File: src/rtl/FPALL_pkg.sv
// Shared formats for the FP32 / dual-FP16 adder datapath.
package FPALL_pkg;

   typedef enum logic {
      FMT_FP32 = 1'b0,
      FMT_FP16 = 1'b1
   } fp_fmt_e;

   localparam int FP32_EXP_W  = 8;
   localparam int FP32_SIG_W  = 24;
   localparam int FP16L_EXP_W = 8;
   localparam int FP16L_SIG_W = 8;
   localparam int SH32_MAX    = 31;
   localparam int SH16_MAX    = 15;

   // Stage-1 register contents of the alignment pipe.
   // In FP16 mode the hi lane occupies the upper field halves.
   typedef struct packed {
      fp_fmt_e     fmt;
      logic [1:0]  sign;
      logic [1:0]  eff_sub;
      logic [15:0] big_exp;
      logic [23:0] big_sig;
      logic [23:0] x;
      logic [7:0]  s;
   } align_s1_t;

endpackage

File: src/rtl/barrel_shifter.sv
// Lane-packed right shifter with two guard bits and sticky per lane.
module barrel_shifter
   import FPALL_pkg::*;
(
   input  fp_fmt_e     fmt,
   input  logic [23:0] X,
   input  logic [7:0]  S,
   output logic [25:0] R,
   output logic        Sticky_h,
   output logic        Sticky_l
);

   logic [56:0] w_e32;
   logic [24:0] w_eh;
   logic [24:0] w_el;

   // Extended operands: result bits on top, shifted-out bits below.
   assign w_e32 = {X, 2'b00, 31'b0} >> S[4:0];
   assign w_eh  = {X[23:16], 2'b00, 15'b0} >> S[7:4];
   assign w_el  = {X[7:0], 2'b00, 15'b0} >> S[3:0];

   // Select the single-lane or dual-lane result.
   always_comb begin
      R        = w_e32[56:31];
      Sticky_h = 1'b0;
      Sticky_l = |w_e32[30:0];
      if (fmt == FMT_FP16) begin
         R        = {w_eh[24:15], 6'b0, w_el[24:15]};
         Sticky_h = |w_eh[14:0];
         Sticky_l = |w_el[14:0];
      end
   end

endmodule

File: src/rtl/fp_lane_cmp_swap.sv
// One lane of exponent/significand compare and operand swap.
module fp_lane_cmp_swap #(
   parameter int EXP_W = 8,
   parameter int SIG_W = 24
) (
   input  logic [EXP_W-1:0] i_exp_a,
   input  logic [SIG_W-2:0] i_frac_a,
   input  logic [EXP_W-1:0] i_exp_b,
   input  logic [SIG_W-2:0] i_frac_b,
   output logic             o_swap,
   output logic [EXP_W-1:0] o_diff,
   output logic [EXP_W-1:0] o_big_exp,
   output logic [SIG_W-1:0] o_big_sig,
   output logic [SIG_W-1:0] o_small_sig
);

   localparam logic [EXP_W-1:0] EXP_ONE = {{(EXP_W-1){1'b0}}, 1'b1};

   logic [EXP_W-1:0] w_eexp_a, w_eexp_b;
   logic [SIG_W-1:0] w_sig_a, w_sig_b;

   // Denormals behave as exponent 1 with no hidden bit.
   assign w_eexp_a = (i_exp_a == '0) ? EXP_ONE : i_exp_a;
   assign w_eexp_b = (i_exp_b == '0) ? EXP_ONE : i_exp_b;
   assign w_sig_a  = {(i_exp_a != '0), i_frac_a};
   assign w_sig_b  = {(i_exp_b != '0), i_frac_b};

   // Strict magnitude compare: equal operands keep a as the big one.
   always_comb begin
      o_swap      = {w_eexp_b, w_sig_b} > {w_eexp_a, w_sig_a};
      o_big_exp   = o_swap ? w_eexp_b : w_eexp_a;
      o_big_sig   = o_swap ? w_sig_b  : w_sig_a;
      o_small_sig = o_swap ? w_sig_a  : w_sig_b;
      o_diff      = o_swap ? (w_eexp_b - w_eexp_a) : (w_eexp_a - w_eexp_b);
   end

endmodule

File: src/rtl/fp_add_align_pipe.sv
// Two-stage alignment front-end of the shared FP32 / dual-FP16 adder.
module fp_add_align_pipe
   import FPALL_pkg::*;
(
   input  logic        clk,
   input  logic        rst_n,
   input  logic        flush,
   input  logic        in_valid,
   output logic        in_ready,
   input  fp_fmt_e     in_fmt,
   input  logic        in_op_sub,
   input  logic [31:0] in_a,
   input  logic [31:0] in_b,
   output logic        out_valid,
   input  logic        out_ready,
   output fp_fmt_e     out_fmt,
   output logic [1:0]  out_sign,
   output logic [1:0]  out_eff_sub,
   output logic [15:0] out_big_exp,
   output logic [23:0] out_big_sig,
   output logic [25:0] out_small_sig,
   output logic        out_sticky_h,
   output logic        out_sticky_l
);

   logic              w_32_swap, w_h_swap, w_l_swap;
   logic [7:0]        w_32_diff, w_h_diff, w_l_diff;
   logic [7:0]        w_32_bexp, w_h_bexp, w_l_bexp;
   logic [23:0]       w_32_bsig, w_32_ssig;
   logic [7:0]        w_h_bsig, w_h_ssig, w_l_bsig, w_l_ssig;
   logic [4:0]        w_s32;
   logic [3:0]        w_sh, w_sl;
   align_s1_t         w_s1_d;
   logic              w_s2_ready;
   logic [25:0]       w_r;
   logic              w_sth, w_stl;

   logic              r_s1_v, r_s2_v;
   align_s1_t         r_s1;

   fp_lane_cmp_swap #(.EXP_W(FP32_EXP_W), .SIG_W(FP32_SIG_W)) u_lane32 (
      .i_exp_a(in_a[30:23]), .i_frac_a(in_a[22:0]),
      .i_exp_b(in_b[30:23]), .i_frac_b(in_b[22:0]),
      .o_swap(w_32_swap), .o_diff(w_32_diff), .o_big_exp(w_32_bexp),
      .o_big_sig(w_32_bsig), .o_small_sig(w_32_ssig));

   fp_lane_cmp_swap #(.EXP_W(FP16L_EXP_W), .SIG_W(FP16L_SIG_W)) u_lane_hi (
      .i_exp_a(in_a[30:23]), .i_frac_a(in_a[22:16]),
      .i_exp_b(in_b[30:23]), .i_frac_b(in_b[22:16]),
      .o_swap(w_h_swap), .o_diff(w_h_diff), .o_big_exp(w_h_bexp),
      .o_big_sig(w_h_bsig), .o_small_sig(w_h_ssig));

   fp_lane_cmp_swap #(.EXP_W(FP16L_EXP_W), .SIG_W(FP16L_SIG_W)) u_lane_lo (
      .i_exp_a(in_a[14:7]), .i_frac_a(in_a[6:0]),
      .i_exp_b(in_b[14:7]), .i_frac_b(in_b[6:0]),
      .o_swap(w_l_swap), .o_diff(w_l_diff), .o_big_exp(w_l_bexp),
      .o_big_sig(w_l_bsig), .o_small_sig(w_l_ssig));

   // Shift amounts saturate: beyond the lane width everything lands in sticky.
   assign w_s32 = (w_32_diff > 8'(SH32_MAX)) ? 5'(SH32_MAX) : w_32_diff[4:0];
   assign w_sh  = (w_h_diff  > 8'(SH16_MAX)) ? 4'(SH16_MAX) : w_h_diff[3:0];
   assign w_sl  = (w_l_diff  > 8'(SH16_MAX)) ? 4'(SH16_MAX) : w_l_diff[3:0];

   // Stage-1 next value: pick the FP32 lane or pack the two FP16 lanes.
   always_comb begin
      w_s1_d.fmt     = in_fmt;
      w_s1_d.sign    = {1'b0, w_32_swap ? (in_b[31] ^ in_op_sub) : in_a[31]};
      w_s1_d.eff_sub = {1'b0, in_a[31] ^ in_b[31] ^ in_op_sub};
      w_s1_d.big_exp = {8'b0, w_32_bexp};
      w_s1_d.big_sig = w_32_bsig;
      w_s1_d.x       = w_32_ssig;
      w_s1_d.s       = {3'b0, w_s32};
      if (in_fmt == FMT_FP16) begin
         w_s1_d.sign    = {w_h_swap ? (in_b[31] ^ in_op_sub) : in_a[31],
                           w_l_swap ? (in_b[15] ^ in_op_sub) : in_a[15]};
         w_s1_d.eff_sub = {in_a[31] ^ in_b[31] ^ in_op_sub,
                           in_a[15] ^ in_b[15] ^ in_op_sub};
         w_s1_d.big_exp = {w_h_bexp, w_l_bexp};
         w_s1_d.big_sig = {w_h_bsig, 8'b0, w_l_bsig};
         w_s1_d.x       = {w_h_ssig, 8'b0, w_l_ssig};
         w_s1_d.s       = {w_sh, w_sl};
      end
   end

   assign w_s2_ready = !r_s2_v || out_ready;
   assign in_ready   = !r_s1_v || w_s2_ready;
   assign out_valid  = r_s2_v;

   barrel_shifter u_bsh (
      .fmt(r_s1.fmt), .X(r_s1.x), .S(r_s1.s),
      .R(w_r), .Sticky_h(w_sth), .Sticky_l(w_stl));

   // Stage 1: accept operands; flush drops any same-cycle input.
   always_ff @(posedge clk or negedge rst_n) begin
      if (!rst_n) begin
         r_s1_v <= 1'b0;
         r_s1   <= '0;
      end else begin
         if (flush)
            r_s1_v <= 1'b0;
         else if (in_ready)
            r_s1_v <= in_valid;
         if (in_ready && in_valid && !flush)
            r_s1 <= w_s1_d;
      end
   end

   // Stage 2: capture shifter result; data holds while stalled.
   always_ff @(posedge clk or negedge rst_n) begin
      if (!rst_n) begin
         r_s2_v        <= 1'b0;
         out_fmt       <= FMT_FP32;
         out_sign      <= '0;
         out_eff_sub   <= '0;
         out_big_exp   <= '0;
         out_big_sig   <= '0;
         out_small_sig <= '0;
         out_sticky_h  <= 1'b0;
         out_sticky_l  <= 1'b0;
      end else begin
         if (flush)
            r_s2_v <= 1'b0;
         else if (w_s2_ready)
            r_s2_v <= r_s1_v;
         if (w_s2_ready && r_s1_v && !flush) begin
            out_fmt       <= r_s1.fmt;
            out_sign      <= r_s1.sign;
            out_eff_sub   <= r_s1.eff_sub;
            out_big_exp   <= r_s1.big_exp;
            out_big_sig   <= r_s1.big_sig;
            out_small_sig <= w_r;
            out_sticky_h  <= w_sth;
            out_sticky_l  <= w_stl;
         end
      end
   end

endmodule

File: config.mk
export PLATFORM = sky130hd
export DESIGN_NAME = fp_add_align_pipe
export DESIGN_NICKNAME = d
export VERILOG_FILES = /design/src/rtl/FPALL_pkg.sv /design/src/rtl/barrel_shifter.sv /design/src/rtl/fp_lane_cmp_swap.sv /design/src/rtl/fp_add_align_pipe.sv
export SDC_FILE = /design/constraint.sdc
export NUM_CORES = 1
export LEC_CHECK = 0
export BUFFER_PORTS_ARGS = -buffer_cell sky130_fd_sc_hd__buf_2
export CAP_MARGIN = 5
export CELL_PAD_IN_SITES_DETAIL_PLACEMENT = 1
export CELL_PAD_IN_SITES_GLOBAL_PLACEMENT = 1
export CORE_MARGIN = 4
export CORE_UTILIZATION = 48
export CTS_CLUSTER_SIZE = 12
export DETAILED_ROUTE_END_ITERATION = 10
export PLACE_DENSITY_LB_ADDON = 0.1
export SKIP_CTS_REPAIR_TIMING = 1
export SLEW_MARGIN = 0
export SYNTH_ARGS = -nofsm -noshare
export SYNTH_HDL_FRONTEND = slang
export SYNTH_SLANG_ARGS = --single-unit
export TNS_END_PERCENT = 10
File: constraint.sdc
create_clock -name clk -period 6.6 [get_ports clk]
set_input_delay 1.32 -clock clk [delete_from_list [all_inputs] [get_ports clk]]
set_output_delay 1.32 -clock clk [all_outputs]
set_load 0.01 [all_outputs]
# After elaboration in Yosys (flattened, before gate mapping)
# Cells that the tools add are included.
# classes
bitwise_logic	6
shifts	3
n_addsub	4
n_lt_le_gt_ge	6
muxes	30
n_reduce_logical	22
# ops
operator	n
$mux W8	14
$mux W76	1
$shr A57 B5 Y57	1
$shr A25 B4 Y25	2
$mux W24	2
$gt A16 B16 Y1	2
$gt A32 B32 Y1	1
$logic_not A8 Y1	4
$reduce_bool A8 Y1	4
$sub A8 B8 Y8	4
$reduce_or A31 Y1	1
$reduce_or A15 Y1	2
$mux W26	1
$gt A8 B4 Y1 const B	2
$mux W1	9
$gt A8 B5 Y1 const B	1
$mux W4	2
$xor A1 B1 Y1	6
$mux W5	1
$logic_and A1 B1 Y1	4
$reduce_bool A2 Y1	2
$logic_not A1 Y1	3
$logic_or A1 B1 Y1	2
# word_totals
input_bits	71
reg_bits	152
word_cells	88
out_inout_bits	75

# Longest topological paths before layout
# depth
word_depth	7
ltp_mapped	16
ltp_nobuf	15

# Cells and area by module
# From an unflattened synthesis, not the netlist that was laid out.
# hier_totals
hier_cells	1488
hier_area_um2	13075.0
# by_module_without_submodules
mod	seq_area_each_um2	cells_each	area_per_inst_um2	instances
fp_add_align_pipe	3803.6	512	6241.0	1
barrel_shifter	0.0	272	2100.8	1
fp_lane_cmp_swap at u_lane32	0.0	300	2037.0	1
fp_lane_cmp_swap at u_lane_lo	0.0	225	1473.9	1
fp_lane_cmp_swap at u_lane_hi	0.0	179	1222.4	1

# Worst setup path before layout
# No wires, ideal clock.
# synth_path
path_type	input to register
from	input port in_a[25]
to	register r_s1[2] (netlist name)
path_buffers	1
t_required_ns	6.452
path_stages	14
setup_ns	0.148
setup_slack_ns	2.286
arrival_ns	4.166
cell_sequence	buf_4 nor4_1 nand2_1 inv_1 nor2_1 ha_1 and3_2 nand3_2 or4_4 a41oi_2 o22ai_2 or4_4 a221oi_1 a221oi_1
# synth_between
elab_chain_cells	7
word_cells_on_any_way	10
classes_between	2 x add/sub; 2 x order compare; 4 x mux; 2 x reduce/logical
# synth_lines
item	line	rtl
start: declaration	fp_add_align_pipe.sv:12	input logic [31:0] in_a,
$logic_not A8 Y1	fp_lane_cmp_swap.sv:23	assign w_eexp_a = (i_exp_a == '0) ? EXP_ONE : i_exp_a;
$mux W8	fp_lane_cmp_swap.sv:23	
$gt A32 B32 Y1 or $sub A8 B8 Y8 (tied branches)	fp_lane_cmp_swap.sv:30, fp_lane_cmp_swap.sv:34	
$mux W8 *	fp_lane_cmp_swap.sv:34	o_diff = o_swap ? (w_eexp_b - w_eexp_a) : (w_eexp_a - w_eexp_b);
$gt A8 B5 Y1	fp_add_align_pipe.sv:60	assign w_s32 = (w_32_diff > 8'(SH32_MAX)) ? 5'(SH32_MAX) : w_32_diff[4:0];
$mux W5 *	fp_add_align_pipe.sv:60	
$mux W76 *	fp_add_align_pipe.sv:73	if (in_fmt == FMT_FP16) begin
end signal: assignment	fp_add_align_pipe.sv:104	r_s1 <= w_s1_d;
end: declaration	fp_add_align_pipe.sv:39	align_s1_t r_s1;
# Mark *: on every way between the ends. The rest lies on a longest branch, timed or not.
# A chain may end at the register's enable or synchronous reset.

# Worst setup path in the final report
# layout_path
from	input port in_a[28]
to	register r_s1[28] (netlist name)
# layout_between
elab_chain_cells	5
word_cells_on_any_way	8
classes_between	2 x order compare; 4 x mux; 2 x reduce/logical
# layout_lines
item	line	rtl
$logic_not A8 Y1	fp_lane_cmp_swap.sv:23	
$mux W8	fp_lane_cmp_swap.sv:23	
$gt A32 B32 Y1 or $gt A16 B16 Y1 (tied branches)	fp_lane_cmp_swap.sv:30	o_swap = {w_eexp_b, w_sig_b} > {w_eexp_a, w_sig_a};
$mux W24 or $mux W8 (tied branches)	fp_lane_cmp_swap.sv:33	o_small_sig = o_swap ? w_sig_a : w_sig_b;
$mux W76 *	fp_add_align_pipe.sv:73	
# Marked as above.

==> flow_summary.yaml <==
floorplanning:
  die_width_um: 159
  rows: 55
  initial_core_util_pct: 48.6
  io_pins: 146
  die-area_um2: 25400
  core_area_um2: 22600
  die_h_um: 159
worst_setup_path:
  required_ns: 6.87
  r2r_setup_slack_ns: 3.30
  crit_arrival_ns: 5.34
  crit_path_max_fanout: 24
  critPathCaptureType: "flop"
  worstSetupPathType: "in2reg"
  worst_setup_path_start_kind: "primary input"
  cp_cell_sequence: "buf_2 -> nor4_1 -> nand2_1 -> inv_1 -> nor2_1 -> ha_1 -> a21oi_1 -> o311ai_0 -> a221oi_1 -> o21ai_0 -> o22ai_4 -> mux2_2 -> mux2i_1 -> o21ai_0"
  crit_top_cell: "o21ai_0"
  slowest_stage: "o22ai_4"
  slowest_delay_ns: 0.72
global_route:
  gr-usage-all-layers_pct: 28.4
  grt_max_degree: 96
  grt_overflow: 0
  grt_pass1_wl_um: 58000
  grt_pass1_vias: 10200
  antenna_found_initial: 0
clocking:
  clk-insertion-delay-late_ns: 0.44
  clock_sinks: 152
  clock_path_buffers: 2
  cts_root_buf: "clkbuf_16"
  cts_made_buffers: 17
  clk_pin_slew_ns: 0.06
  h-tree-depth: 4
  tritoncts: "built"
timing:
  skew_ns: 0.0144
  tns_ns: 0
  period_minus_slack_ns: 5.07
  maxSlewHeadroom_pct: 29.2
  rsz0062_at_grt: "false"
  timing.fmax_ghz: 0.197
  fin_crit_sh_pct: 76.8
  setup_viol: 0
  worst_slack_ns: 1.53
  worst-slew-pin-transition_ns: 1.06
  hold-worst-slack_ns: 0.468
  slew_violations: 0
  final_hold_viol_count: 0
detailed_routing:
  drt_wl_total_um: 36000
  dr.first_iter.drc_count: 732
  remaining_drc_errors: 0
  wire_per_inst_um: 21.4
  antenna_left: 0
  viasPerCell: 5.92
  drtPass1Iterations: 5
  dr_total_vias: 9977
synthesis:
  synth_edf_count: 0
  ys_types: 82
  ys.flop_type: "dfrtp_1"
  synthArstFlopShare_pct: 100
  ys_seq_elements: 152
  synthSimpleGateAreaFrac_pct: 18.9
  synth_top_family_by_area: "simple AND/OR/NAND/NOR gates"
  synth_xor_area_share_pct: 1.42
  syn-num-nets: 1450
  seq_area_frac_synth_pct: 34.6
  synth_compound_area_share_pct: 17.6
  syn_area_per_cell_um2: 8.32
  syn-cell-area_um2: 11000
  synthCells: 1319
  synthMuxAreaShare_pct: 13.2
  synth-warning-count: 0
  synthAdderAreaFrac_pct: 7.11
finish:
  layout_common_cells: "282 x nand2_1, 152 x dfrtp_1, 144 x buf_2, 107 x o21ai_0, 96 x a21oi_1"
  final_common_cell: "nand2_1"
  drive_above_1_share_pct: 17.4
  multi_input_comb_area_um2: 6410
  regArea_um2: 3800
  layout.nets: 1518
  utilization_pct: 54.2
  antenna_cells: 0
  area_delta_synth_final_pct: 11.4
  nFillCells: 2794
placement:
  gp_congestion: 0.955
  pre_cts_ws_ns: 1.13
  dp_hpwl_um: 26500
  port_buffers: 145
pwr:
  switching_share_pct: 37.6
  ir_drop_mv: 0.173
  p_sw_uw: 1210
  power.leakage_uw: 0.00612
  clockPowerShare_pct: 30.8
  p_seq_share_pct: 37.7
  pwr_density_cell_nw_per_um2: 264
  power_frac_comb_pct: 31.5
  p_int_uw: 2010
min_path:
  hp-class: "reg2reg"
status:
  status: "completed"
flow_run:
  maxCapViolations: 0
## cells by family after synthesis
family	after synthesis
compound gates	313
xor+xnor	17
fa+ha+maj	60
buf+inv	178
flops	152
mux	125
simple gates	474
## cells in the mapped netlist, types with 13 or more instances
library cell  number  area (µm²)
nand4_1           14        87.6
a21oi_1           96         480
inv_1             71         267
mux4_2            14         315
mux2_2            17         191
nor2_1            85         319
mux2i_1           93         931
nand2_1          282        1060
dfrtp_1          152        3800
o21ai_0          107         536
nand3_1           13        65.1
ha_1              56         701
clkbuf_1          74         278
## flip-flops by register name, indices dropped and copies added (netlist names)
register and count:
out_small_sig 26, r_s1 77, out_sticky_h 1, out_big_exp 16, out_fmt 1, out_sticky_l 1
out_valid 1, out_sign 2, out_big_sig 24, out_eff_sub 2, r_s1_v 1
## final cells by class
type,instances,share of cell area [%]
Multi-Input combinational cell,989,52.4
Sequential cell,152,31.1
Timing Repair Buffer,155,6.60
Clock buffer,17,3.48
Tap cell,285,2.92
Inverter,72,2.21
Clock inverter,14,1.31
## through the flow
step                power (µW)  std cells  instance area [µm²]
floorplan                 1880       1319                11000
global placement          2210       1653                11600
detailed placement        2230       1653                11600
CTS                       3240       1684                12200
global route              3420       1684                12200
finish                    3230       1684                12200
## worst max-delay path: cells and delay by family
kind | cells | cell delay, ns
and+or+nand+nor | 3 | 0.55
muxes | 2 | 0.97
AOI/OAI and AO/OA | 6 | 2.07
buffers and inverters | 2 | 0.22
adders and majority gates | 1 | 0.19
## power groups by stage
| stage | sequential, µW | combinational [µW] | clock (µW) |
|---|---|---|---|
| after floorplan | 1220 | 663 | 0 |
| after global placement | 1230 | 982 | 0 |
| after detailed placement | 1230 | 1000 | 0 |
| after CTS | 1220 | 1010 | 1010 |
| after global routing | 1240 | 1120 | 1060 |
| final | 1220 | 1020 | 992 |
## worst paths after layout
kind | from | cells past startpoint | endpoint
max | in_a[28] | 14 | r_s1[28]
min | out_big_exp[7] | 2 | out_big_exp[7]
max reg2reg | r_s1[2] | 7 | out_sticky_l
min reg2reg | out_big_exp[7] | 2 | out_big_exp[7]
max in group asynchronous | rst_n | 2 | r_s1[39]
min in group asynchronous | rst_n | 1 | out_small_sig[22]
## metal layers
| layer | part of all wire (%) | global-route usage (%) | up-vias | routed length, µm |
|---|---|---|---|---|
| li1 | - | - | 4723 | - |
| met1 | 47 | 40.4 | 4931 | 16700 |
| met2 | 46 | 45.3 | 281 | 16600 |
| met3 | 5.4 | 5.28 | 42 | 1930 |
| met4 | 1.9 | 6.94 | 0 | 688 |
| met5 | 0 | 0 | - | 0 |
No activity file was read; power rests on OpenSTA's default activity.
